[src/rtl/adc_capture_if.sv]
// ADC capture bus: runtime configuration, raw ADC pins and processed sample stream.
// The controller side (master) drives configuration and ADC data; adc_capture is the slave.
interface adc_capture_if #(
  parameter int pDataBits = 8,
  parameter int pDivBits  = 16
);
  logic                 iEnable;
  logic [pDivBits-1:0]  iHalfPeriod;
  logic [3:0]           iDecLog2;
  logic [1:0]           iMode;
  logic [pDataBits-1:0] iADC_Data;
  logic [pDataBits-1:0] oADC_Data;
  logic                 oData_Valid;
  logic                 oADC_CLK;
  logic                 oADC_nOE;

  modport master (
    output iEnable, iHalfPeriod, iDecLog2, iMode, iADC_Data,
    input  oADC_Data, oData_Valid, oADC_CLK, oADC_nOE
  );

  modport slave (
    input  iEnable, iHalfPeriod, iDecLog2, iMode, iADC_Data,
    output oADC_Data, oData_Valid, oADC_CLK, oADC_nOE
  );
endinterface

[src/rtl/adc_capture.sv]
// ADC front end: divided ADC clock, falling-edge capture, and power-of-two
// group reduction (decimate / average / min / max) with a one-cycle valid strobe.
module adc_capture #(
  parameter int pDataBits   = 8,
  parameter int pDivBits    = 16,
  parameter int pDecLog2Max = 8
) (
  input  logic          iClk,
  input  logic          iRst,
  adc_capture_if.slave  bus
);
  localparam int ACCW = pDataBits + pDecLog2Max;
  localparam logic [3:0] LMAX = 4'(pDecLog2Max);

  typedef enum logic {ST_IDLE, ST_RUN} state_t;

  state_t                 r_state;
  logic [pDivBits-1:0]    r_cnt;
  logic [pDivBits-1:0]    r_half;
  logic                   r_clk;
  logic                   r_noe;
  logic [pDataBits-1:0]   r_raw;
  logic                   r_raw_stb;
  logic [pDecLog2Max-1:0] r_grp;
  logic [3:0]             r_L;
  logic [1:0]             r_mode;
  logic [ACCW-1:0]        r_acc;
  logic [pDataBits-1:0]   r_min;
  logic [pDataBits-1:0]   r_max;
  logic [pDataBits-1:0]   r_first;
  logic [pDataBits-1:0]   r_data;
  logic                   r_valid;

  logic [pDivBits-1:0]    w_half_in;
  logic [pDivBits-1:0]    w_half;
  logic                   w_wrap;
  logic                   w_grp0;
  logic [3:0]             w_L;
  logic [1:0]             w_mode;
  logic [pDecLog2Max-1:0] w_grp_last;
  logic                   w_last;
  logic [ACCW-1:0]        w_sum;
  logic [pDataBits-1:0]   w_min;
  logic [pDataBits-1:0]   w_max;
  logic [pDataBits-1:0]   w_first;
  logic [pDataBits-1:0]   w_result;

  // The half-period in force is latched at each toggle; before the first
  // enabled edge the live input is used so the very first half-period obeys it.
  always_comb begin
    w_half_in = (bus.iHalfPeriod == '0) ? pDivBits'(1) : bus.iHalfPeriod;
    w_half    = (r_state == ST_RUN) ? r_half : w_half_in;
    w_wrap    = (r_cnt == (w_half - pDivBits'(1)));
  end

  // Group parameters come live from the inputs on the first sample, then from
  // the latched copies for the remainder of the group.
  always_comb begin
    w_grp0 = (r_grp == '0);
    if (w_grp0) begin
      w_L    = (bus.iDecLog2 > LMAX) ? LMAX : bus.iDecLog2;
      w_mode = bus.iMode;
    end else begin
      w_L    = r_L;
      w_mode = r_mode;
    end
    w_grp_last = '0;
    for (int unsigned i = 0; i < pDecLog2Max; i++) begin
      if (i < 32'(w_L)) w_grp_last[i] = 1'b1;
    end
    w_last = (r_grp == w_grp_last);
  end

  always_comb begin
    w_sum   = w_grp0 ? ACCW'(r_raw) : (r_acc + ACCW'(r_raw));
    w_min   = (w_grp0 || (r_raw < r_min)) ? r_raw : r_min;
    w_max   = (w_grp0 || (r_raw > r_max)) ? r_raw : r_max;
    w_first = w_grp0 ? r_raw : r_first;
    case (w_mode)
      2'd0:    w_result = w_first;
      2'd1:    w_result = pDataBits'(w_sum >> w_L);
      2'd2:    w_result = w_min;
      default: w_result = w_max;
    endcase
  end

  always_ff @(posedge iClk or posedge iRst) begin
    if (iRst) begin
      r_state   <= ST_IDLE;
      r_cnt     <= '0;
      r_half    <= '0;
      r_clk     <= 1'b0;
      r_noe     <= 1'b1;
      r_raw     <= '0;
      r_raw_stb <= 1'b0;
      r_grp     <= '0;
      r_L       <= '0;
      r_mode    <= '0;
      r_acc     <= '0;
      r_min     <= '0;
      r_max     <= '0;
      r_first   <= '0;
      r_data    <= '0;
      r_valid   <= 1'b0;
    end else if (!bus.iEnable) begin
      r_state   <= ST_IDLE;
      r_cnt     <= '0;
      r_half    <= '0;
      r_clk     <= 1'b0;
      r_noe     <= 1'b1;
      r_raw     <= '0;
      r_raw_stb <= 1'b0;
      r_grp     <= '0;
      r_L       <= '0;
      r_mode    <= '0;
      r_acc     <= '0;
      r_min     <= '0;
      r_max     <= '0;
      r_first   <= '0;
      r_valid   <= 1'b0;
    end else begin
      r_state   <= ST_RUN;
      r_noe     <= 1'b0;
      r_raw_stb <= 1'b0;
      r_valid   <= 1'b0;
      if (w_wrap) begin
        r_cnt  <= '0;
        r_clk  <= ~r_clk;
        r_half <= w_half_in;
        if (r_clk) begin
          r_raw     <= bus.iADC_Data;
          r_raw_stb <= 1'b1;
        end
      end else begin
        r_cnt  <= r_cnt + pDivBits'(1);
        r_half <= w_half;
      end
      if (r_raw_stb) begin
        r_acc   <= w_sum;
        r_min   <= w_min;
        r_max   <= w_max;
        r_first <= w_first;
        r_L     <= w_L;
        r_mode  <= w_mode;
        if (w_last) begin
          r_grp   <= '0;
          r_data  <= w_result;
          r_valid <= 1'b1;
        end else begin
          r_grp <= r_grp + pDecLog2Max'(1);
        end
      end
    end
  end

  assign bus.oADC_Data   = r_data;
  assign bus.oData_Valid = r_valid;
  assign bus.oADC_CLK    = r_clk;
  assign bus.oADC_nOE    = r_noe;
endmodule

[src/flat_wrapper.sv]
// flat-port wrapper written by rule: the top's interface ports become plain ports
module adc_capture_flat 
#(
  parameter int pDataBits   = 8,
  parameter int pDivBits    = 16,
  parameter int pDecLog2Max = 8
)
  (iClk, iRst, bus_iEnable, bus_iHalfPeriod, bus_iDecLog2, bus_iMode, bus_iADC_Data, bus_oADC_Data, bus_oData_Valid, bus_oADC_CLK, bus_oADC_nOE);
  adc_capture_if #(.pDataBits(pDataBits), .pDivBits(pDivBits)) bus_i ();
  input  logic iClk;
  input  logic iRst;
  input wire logic [$bits(bus_i.iEnable)-1:0] bus_iEnable;
  input wire logic [$bits(bus_i.iHalfPeriod)-1:0] bus_iHalfPeriod;
  input wire logic [$bits(bus_i.iDecLog2)-1:0] bus_iDecLog2;
  input wire logic [$bits(bus_i.iMode)-1:0] bus_iMode;
  input wire logic [$bits(bus_i.iADC_Data)-1:0] bus_iADC_Data;
  output wire logic [$bits(bus_i.oADC_Data)-1:0] bus_oADC_Data;
  output wire logic [$bits(bus_i.oData_Valid)-1:0] bus_oData_Valid;
  output wire logic [$bits(bus_i.oADC_CLK)-1:0] bus_oADC_CLK;
  output wire logic [$bits(bus_i.oADC_nOE)-1:0] bus_oADC_nOE;
  assign bus_i.iEnable = bus_iEnable;
  assign bus_i.iHalfPeriod = bus_iHalfPeriod;
  assign bus_i.iDecLog2 = bus_iDecLog2;
  assign bus_i.iMode = bus_iMode;
  assign bus_i.iADC_Data = bus_iADC_Data;
  assign bus_oADC_Data = bus_i.oADC_Data;
  assign bus_oData_Valid = bus_i.oData_Valid;
  assign bus_oADC_CLK = bus_i.oADC_CLK;
  assign bus_oADC_nOE = bus_i.oADC_nOE;
  adc_capture #(.pDataBits(pDataBits), .pDivBits(pDivBits), .pDecLog2Max(pDecLog2Max)) u_core (.iClk(iClk), .iRst(iRst), .bus(bus_i));
endmodule
[config.mk]
export PLATFORM = sky130hd
export DESIGN_NAME = adc_capture_flat
export DESIGN_NICKNAME = d
export VERILOG_FILES = /design/src/rtl/adc_capture_if.sv /design/src/rtl/adc_capture.sv /design/src/flat_wrapper.sv
export SDC_FILE = /design/constraint.sdc
export NUM_CORES = 1
export LEC_CHECK = 0
export CAP_MARGIN = 5
export CORE_MARGIN = 2
export CORE_UTILIZATION = 60
export CTS_CLUSTER_SIZE = 14
export DETAILED_ROUTE_END_ITERATION = 8
export GPL_ROUTABILITY_DRIVEN = 0
export PLACE_DENSITY_LB_ADDON = 0.08
export REMOVE_ABC_BUFFERS = 1
export SKIP_CTS_REPAIR_TIMING = 1
export SLEW_MARGIN = 20
export SYNTH_ARGS = -nofsm -noshare
export SYNTH_HDL_FRONTEND = slang
export SYNTH_SLANG_ARGS = --single-unit
[constraint.sdc]
create_clock -name iClk -period 4.6 [get_ports iClk]
set_input_delay 0.69 -clock iClk [delete_from_list [all_inputs] [get_ports iClk]]
set_output_delay 0.69 -clock iClk [all_outputs]
set_load 0.1 [all_outputs]
* Yosys cells after proc, flatten, opt, wreduce, memory -nomap -nowiden
Index checks and enable logic that the tools add are counted.
** Word-level totals
- Register bits after elaboration :: 107
- Bits of input ports :: 33
- Output and inout bits :: 11
- Logic and storage cells :: 97
** Operators by class
- Add/sub/neg operators :: 4
- Order comparisons :: 11
- Eq/ne operators :: 7
- Shifts and indexed selects :: 1
- Multiplexer cells :: 50
- Bitwise gates (word level) :: 1
- Reductions and logical operators :: 7
** Operators with widths (number)
- $mux W16 :: 9
- $mux W8 :: 15
- $pmux W8 S3 :: 1
- $mux W1 :: 18
- $add A16 B1 Y16 const B :: 1
- $add A16 B8 Y16 :: 1
- $eq A16 B16 Y1 :: 1
- $logic_not A16 Y1 :: 1
- $lt A3 B4 Y1 const A :: 4
- $mux W4 :: 4
- $shr A16 B4 Y8 :: 1
- $sub A16 B1 Y16 const B :: 1
- $add A8 B1 Y8 const B :: 1
- $eq A8 B8 Y1 :: 1
- $gt A8 B8 Y1 :: 1
- $logic_not A8 Y1 :: 1
- $lt A1 B4 Y1 const A :: 2
- $lt A2 B4 Y1 const A :: 2
- $lt A8 B8 Y1 :: 1
- $mux W2 :: 3
- $ne A2 B1 Y1 const B :: 3
- $gt A4 B4 Y1 const B :: 1
- $reduce_and A3 Y1 :: 1
- $eq A2 B1 Y1 const B :: 1
- 5 further kinds :: 6

* Longest topological paths before layout
- Depth after elaboration :: 9
- Mapped depth :: 17

* Worst setup path before layout
OpenSTA, ideal clock, no wires.
- Path type :: register -> register
- Start :: register u_core.r_state
- End :: register u_core.r_half[10]
- Data arrival time :: 3.575 ns
- Required time :: 4.521 ns
- Setup slack :: 0.945 ns
- Stages on the path, launching flop included :: 17
- Buffers on the path :: 6
- Cell sequence :: dfrtp_1 -> buf_6 -> buf_6 -> buf_6 -> buf_4 -> o31ai_1 -> ha_1 -> o21ai_0 -> nor3_2 -> mux2i_1 -> mux2i_1 -> mux2_2 -> nor4_4 -> nand2b_1 -> buf_6 -> buf_12 -> mux2i_1
** On the way
- Word-level cells in the longest chain between the ends :: 5
** Ends and longest elaborated chain
- start: declaration :: line adc_capture.sv:17 : state_t r_state;
- start signal: assignment :: line adc_capture.sv:89 : r_state <= ST_IDLE;
- start signal: assignment :: line adc_capture.sv:106 : r_state <= ST_IDLE;
- start signal: assignment :: line adc_capture.sv:122 : r_state <= ST_RUN;
- $mux W16 * :: line adc_capture.sv:52 : w_half = (r_state == ST_RUN) ? r_half : w_half_in;
- $sub A16 B1 Y16 :: line adc_capture.sv:53 : w_wrap = (r_cnt == (w_half - pDivBits'(1)));
- $eq A16 B16 Y1 :: line adc_capture.sv:53
- $mux W16 * :: line adc_capture.sv:126 : if (w_wrap) begin
- $mux W16 * :: line adc_capture.sv:105 : end else if (!bus.iEnable) begin
- end signal: assignment :: line adc_capture.sv:129 : r_half <= w_half_in;
- end signal: assignment :: line adc_capture.sv:136 : r_half <= w_half;
- end: declaration :: line adc_capture.sv:19 : logic [pDivBits-1:0] r_half;
Mark *: on every way between the ends. The rest lies on a longest branch, timed or not.
A chain may end at the register's enable or synchronous reset.

* Worst setup path after layout
- Start :: input port bus_iHalfPeriod[8]
- End :: register u_core.r_cnt[3]
** On the way
- Word-level cells in the longest chain between the ends :: 7
** Ends and longest elaborated chain
- start: declaration :: line flat_wrapper.sv:13 : input wire logic [$bits(bus_i.iHalfPeriod)-1:0] bus_iHalfPeriod;
- $logic_not A16 Y1 :: line adc_capture.sv:51 : w_half_in = (bus.iHalfPeriod == '0) ? pDivBits'(1) : bus.iHalfPeriod;
- $mux W16 * :: line adc_capture.sv:51
- $mux W16 * :: line adc_capture.sv:52
- $sub A16 B1 Y16 * :: line adc_capture.sv:53
- $eq A16 B16 Y1 * :: line adc_capture.sv:53
- $mux W16 * :: line adc_capture.sv:126
- $mux W16 * :: line adc_capture.sv:105
- end signal: assignment :: line adc_capture.sv:135 : r_cnt <= r_cnt + pDivBits'(1);
- end: declaration :: line adc_capture.sv:18 : logic [pDivBits-1:0] r_cnt;
Marks and branches as above.

==> summary.md <==
| Metric | Value |
|---|---|
| Status | finished clean |
| Setup-failing EPs final | 0 |
| Pins Over Slew Limit | 0 |
| Layout area overhead | 11.0% |
| H-tree depth | 3 |
| Clock-pin slew on the worst setup and hold paths | 0.07 ns |
| Clk Latency, worst-skew pair | 0.36 ns |
| Sw Ratio | 0.262 |
| Fin crit share | 0.910 |
| Routed wire length per instance | 18.2 microns |
| PD cells | roughly 230 nW/um^2 |
| CTS root buf | clkbuf_16 |
| Hold WS | 0.481 ns |
| RR Startpoint | u_core.r_grp[0] |
| CTS tree | built |
| Number of synthesized flops with an enable pin | 0 |
| R2r worst-path depth | 12 |
| Initial core utilization | 0.616 |
| Worst slack, placed | approximately 0.073 ns |
| Largest net degree at the start of global routing | 54 |
| Crit path from | bus_iHalfPeriod[8] |
| Input/output buffers | 43 |
| Hold EP | u_core.bus.oADC_Data[5] |
| Num CTS Buffers | 9 |
| Final Hold Viols | 0 |
| M1 WL | 9340 microns |
| Synth top cells by count | nand2_1, nor2_1, dfrtp_1 |
| Routed wire length | about 22000 microns |
| Slew HR | 0.354 |
| Yosys top cell area share | 0.324 |
| CTS max path bufs | 2 |
| Clk pwr share | 0.413 |
| Number of global-route vias before repair | approximately 7300 |
| Internal Power | ~1.5 mW |
| Unrepaired setup endpoints after global routing | no |
| Total power | approximately 2.1 mW |
| Ports | 44 |
| DRC violations left | 0 |
| Synthesized area | 8190 sq um |
| #FFs+latches synth | ~110 |
| Sequential Power Share | 0.465 |
| Met2 wire length | ~10000 microns |
| Hold depth | 2 |
| Sink Count | about 110 |
| Tmin final | approximately 4.2 ns |
| Number of vias per cell | around 6.3 |
| Max Used Layer | met4 |
| Worst Setup Path Type | in -> reg |
| Worst slew pin tran | between 0.9 and 1 ns |
| Maximum vdd drop | ~280 uV |
| Die height | roughly 120 microns |
| GRT overflow | 0 |
| Post-DRT Antenna Nets | 0 |
| Pre-antenna DRT Iters | 7 |
| Ys Warns | 0 |
| First-pass GRT wire length | ~37000 microns |
| Leakage | around 3.8 nW |
| Nets | roughly 1100 |
| Fin util | 0.683 |
| Ratio of cells with drive above 1 in the final layout | 0.0745 |
| Crit. End Element | register |
| Synth cell types | 74 |
| Hold Crit Start | u_core.bus.oADC_Data[5] |
| CORE AREA | between 10000 and 15000 sq um |
| Vias | between 7000 and 8000 |
| FMAX | around 0.24 GHz |
| Setup slack after layout | 0.413 ns |
| Die area | 14600 sq um |
| Syn Area/Cell | 8.15 sq um |
| Main area contributors after synthesis | dfrtp_1, mux2i_1, nand2_1 |
| Worst Path Max Fanout | 11 |
| Hpwl dp | 15900 microns |
| Number of diodes | 0 |
| Most common cell in the netlist | nand2_1 |
| Max-cap viol count | 0 |
| Hold Crit Class | reg -> reg |
| Critical path arrival | roughly 4.4 ns |
| Std-Cell Rows | 42 |
| Worst Setup Start Kind | input port |
| Cell taking the most area after synthesis | dfrtp_1 |
| Asr flop ratio synth | 1.00 |
| Met3 WL | approximately 1500 microns |
| Iteration-0 DRC Markers | ~660 |
| Die Wd | 121 microns |
| Critical Path RT | roughly 4.8 ns |
| Number of fill cells | 1140 |
| R2r endpoint | u_core.r_grp[4] |
| Initial antenna violation count | 0 |
| Logic pwr share | 0.122 |
| GR Util All Layers | 0.314 |
| Predominant post-synthesis flop cell | dfrtp_1 |
| P_sw | around 0.54 mW |
| Flop-to-flop setup slack | slightly above 0.7 ns |
| Syn Inst Count | 1005 |
| Final Skew | 0.00875 ns |
| Register area share after synthesis | 0.327 |
| Final setup TNS | 0 ns |
area by class of cell:
cell class,count,area (sq um),share of cell area
multi-input combinational,799,5050,0.556
clock buffer,9,225,0.0248
timing repair buffer,77,681,0.0749
inverter,34,130,0.0143
clock inverter,7,98.8,0.0109
sequential,107,2680,0.295
tap,176,220,0.0242
logic make-up (layout without fill, tap and decap cells):
logic type	after synthesis	in the layout	share of synthesized area
XOR/XNOR	46	46	0.0492
AND/OR/NAND/NOR	401	401	0.234
buffers and inverters	99	127	0.0559
adder cells (fa/ha/maj)	28	28	0.0437
multiplexers	71	71	0.0879
AO/OA/AOI/OAI	253	253	0.202
flip-flops	107	107	0.327
worst max-delay path by stage:
| stage | end | slack (ns) |
|---|---|---|
| floorplan | u_core.r_half[10] | 0.51 |
| global placement | u_core.r_cnt[0] | 0.21 |
| detailed placement | u_core.r_cnt[4] | 0.07 |
| CTS | u_core.r_cnt[8] | 0.45 |
| global route | u_core.r_half[3] | 0.16 |
| finish | u_core.r_cnt[3] | 0.41 |
layer usage:
layer / track usage / vias to the layer above
met3: 0.0599 / 50
met5: 0 / -
met4: 0.129 / 0
met2: 0.519 / 311
met1: 0.404 / 3586
li1: - / 3663
sequential cells by signal, summed over array words and instances (netlist names):
signal,flops
u_core.bus.oADC_Data,8
u_core.r_acc,16
u_core.r_raw,8
u_core.r_L,4
u_core.r_raw_stb,1
u_core.r_cnt,16
u_core.bus.oADC_nOE,1
u_core.r_grp,8
u_core.r_state,1
u_core.r_half,16
u_core.r_mode,2
u_core.r_first,8
u_core.r_min,8
u_core.bus.oADC_CLK,1
u_core.bus.oData_Valid,1
u_core.r_max,8
worst max-delay path, stage by stage:
cell	delay, ns
clkdlybuf4s50_1	0.56
nor4_1	0.09
and4_1	0.22
o31ai_1	0.37
ha_1	0.28
o21ai_0	0.20
nor3_2	0.42
mux2i_1	0.23
mux2i_1	0.09
mux2_2	0.29
nor4_4	0.41
buf_4	0.22
nand2b_1	0.13
buf_4	0.18
nor2_1	0.06
metrics by stage:
step / cell area [sq um] / cells
after floorplan: 7860 / 940
after global placement: 8760 / 1193
after detailed placement: 8760 / 1193
after CTS: 9080 / 1209
after global routing: 9080 / 1209
final: 9080 / 1209
power groups by stage:
stage	Sequential (mW)	Combinational [mW]	Clock, mW
2_1_floorplan	0.987	0.148	0
6_report	0.967	0.254	0.858
3_5_place_dp	0.985	0.252	0
4_1_cts	0.966	0.253	0.870
3_3_place_gp	0.985	0.251	0
5_1_grt	0.969	0.279	0.905
placed cells by master (no fill, tap or decap), types with 27 or more instances in the layout:
master           netlist  layout
inv_1                 33      32
ha_1                  27      27
xnor2_1               27      27
a21oi_1               82      82
nand3_1               32      32
o21ai_0               41      41
dfrtp_1              106     106
clkdlybuf4s50_1        0      42
nor2_1               118     118
nor3_1                34      34
mux2i_1               66      66
buf_4                  3      34
nand2_1              130     130
No activity file was read; power rests on OpenSTA's default activity.
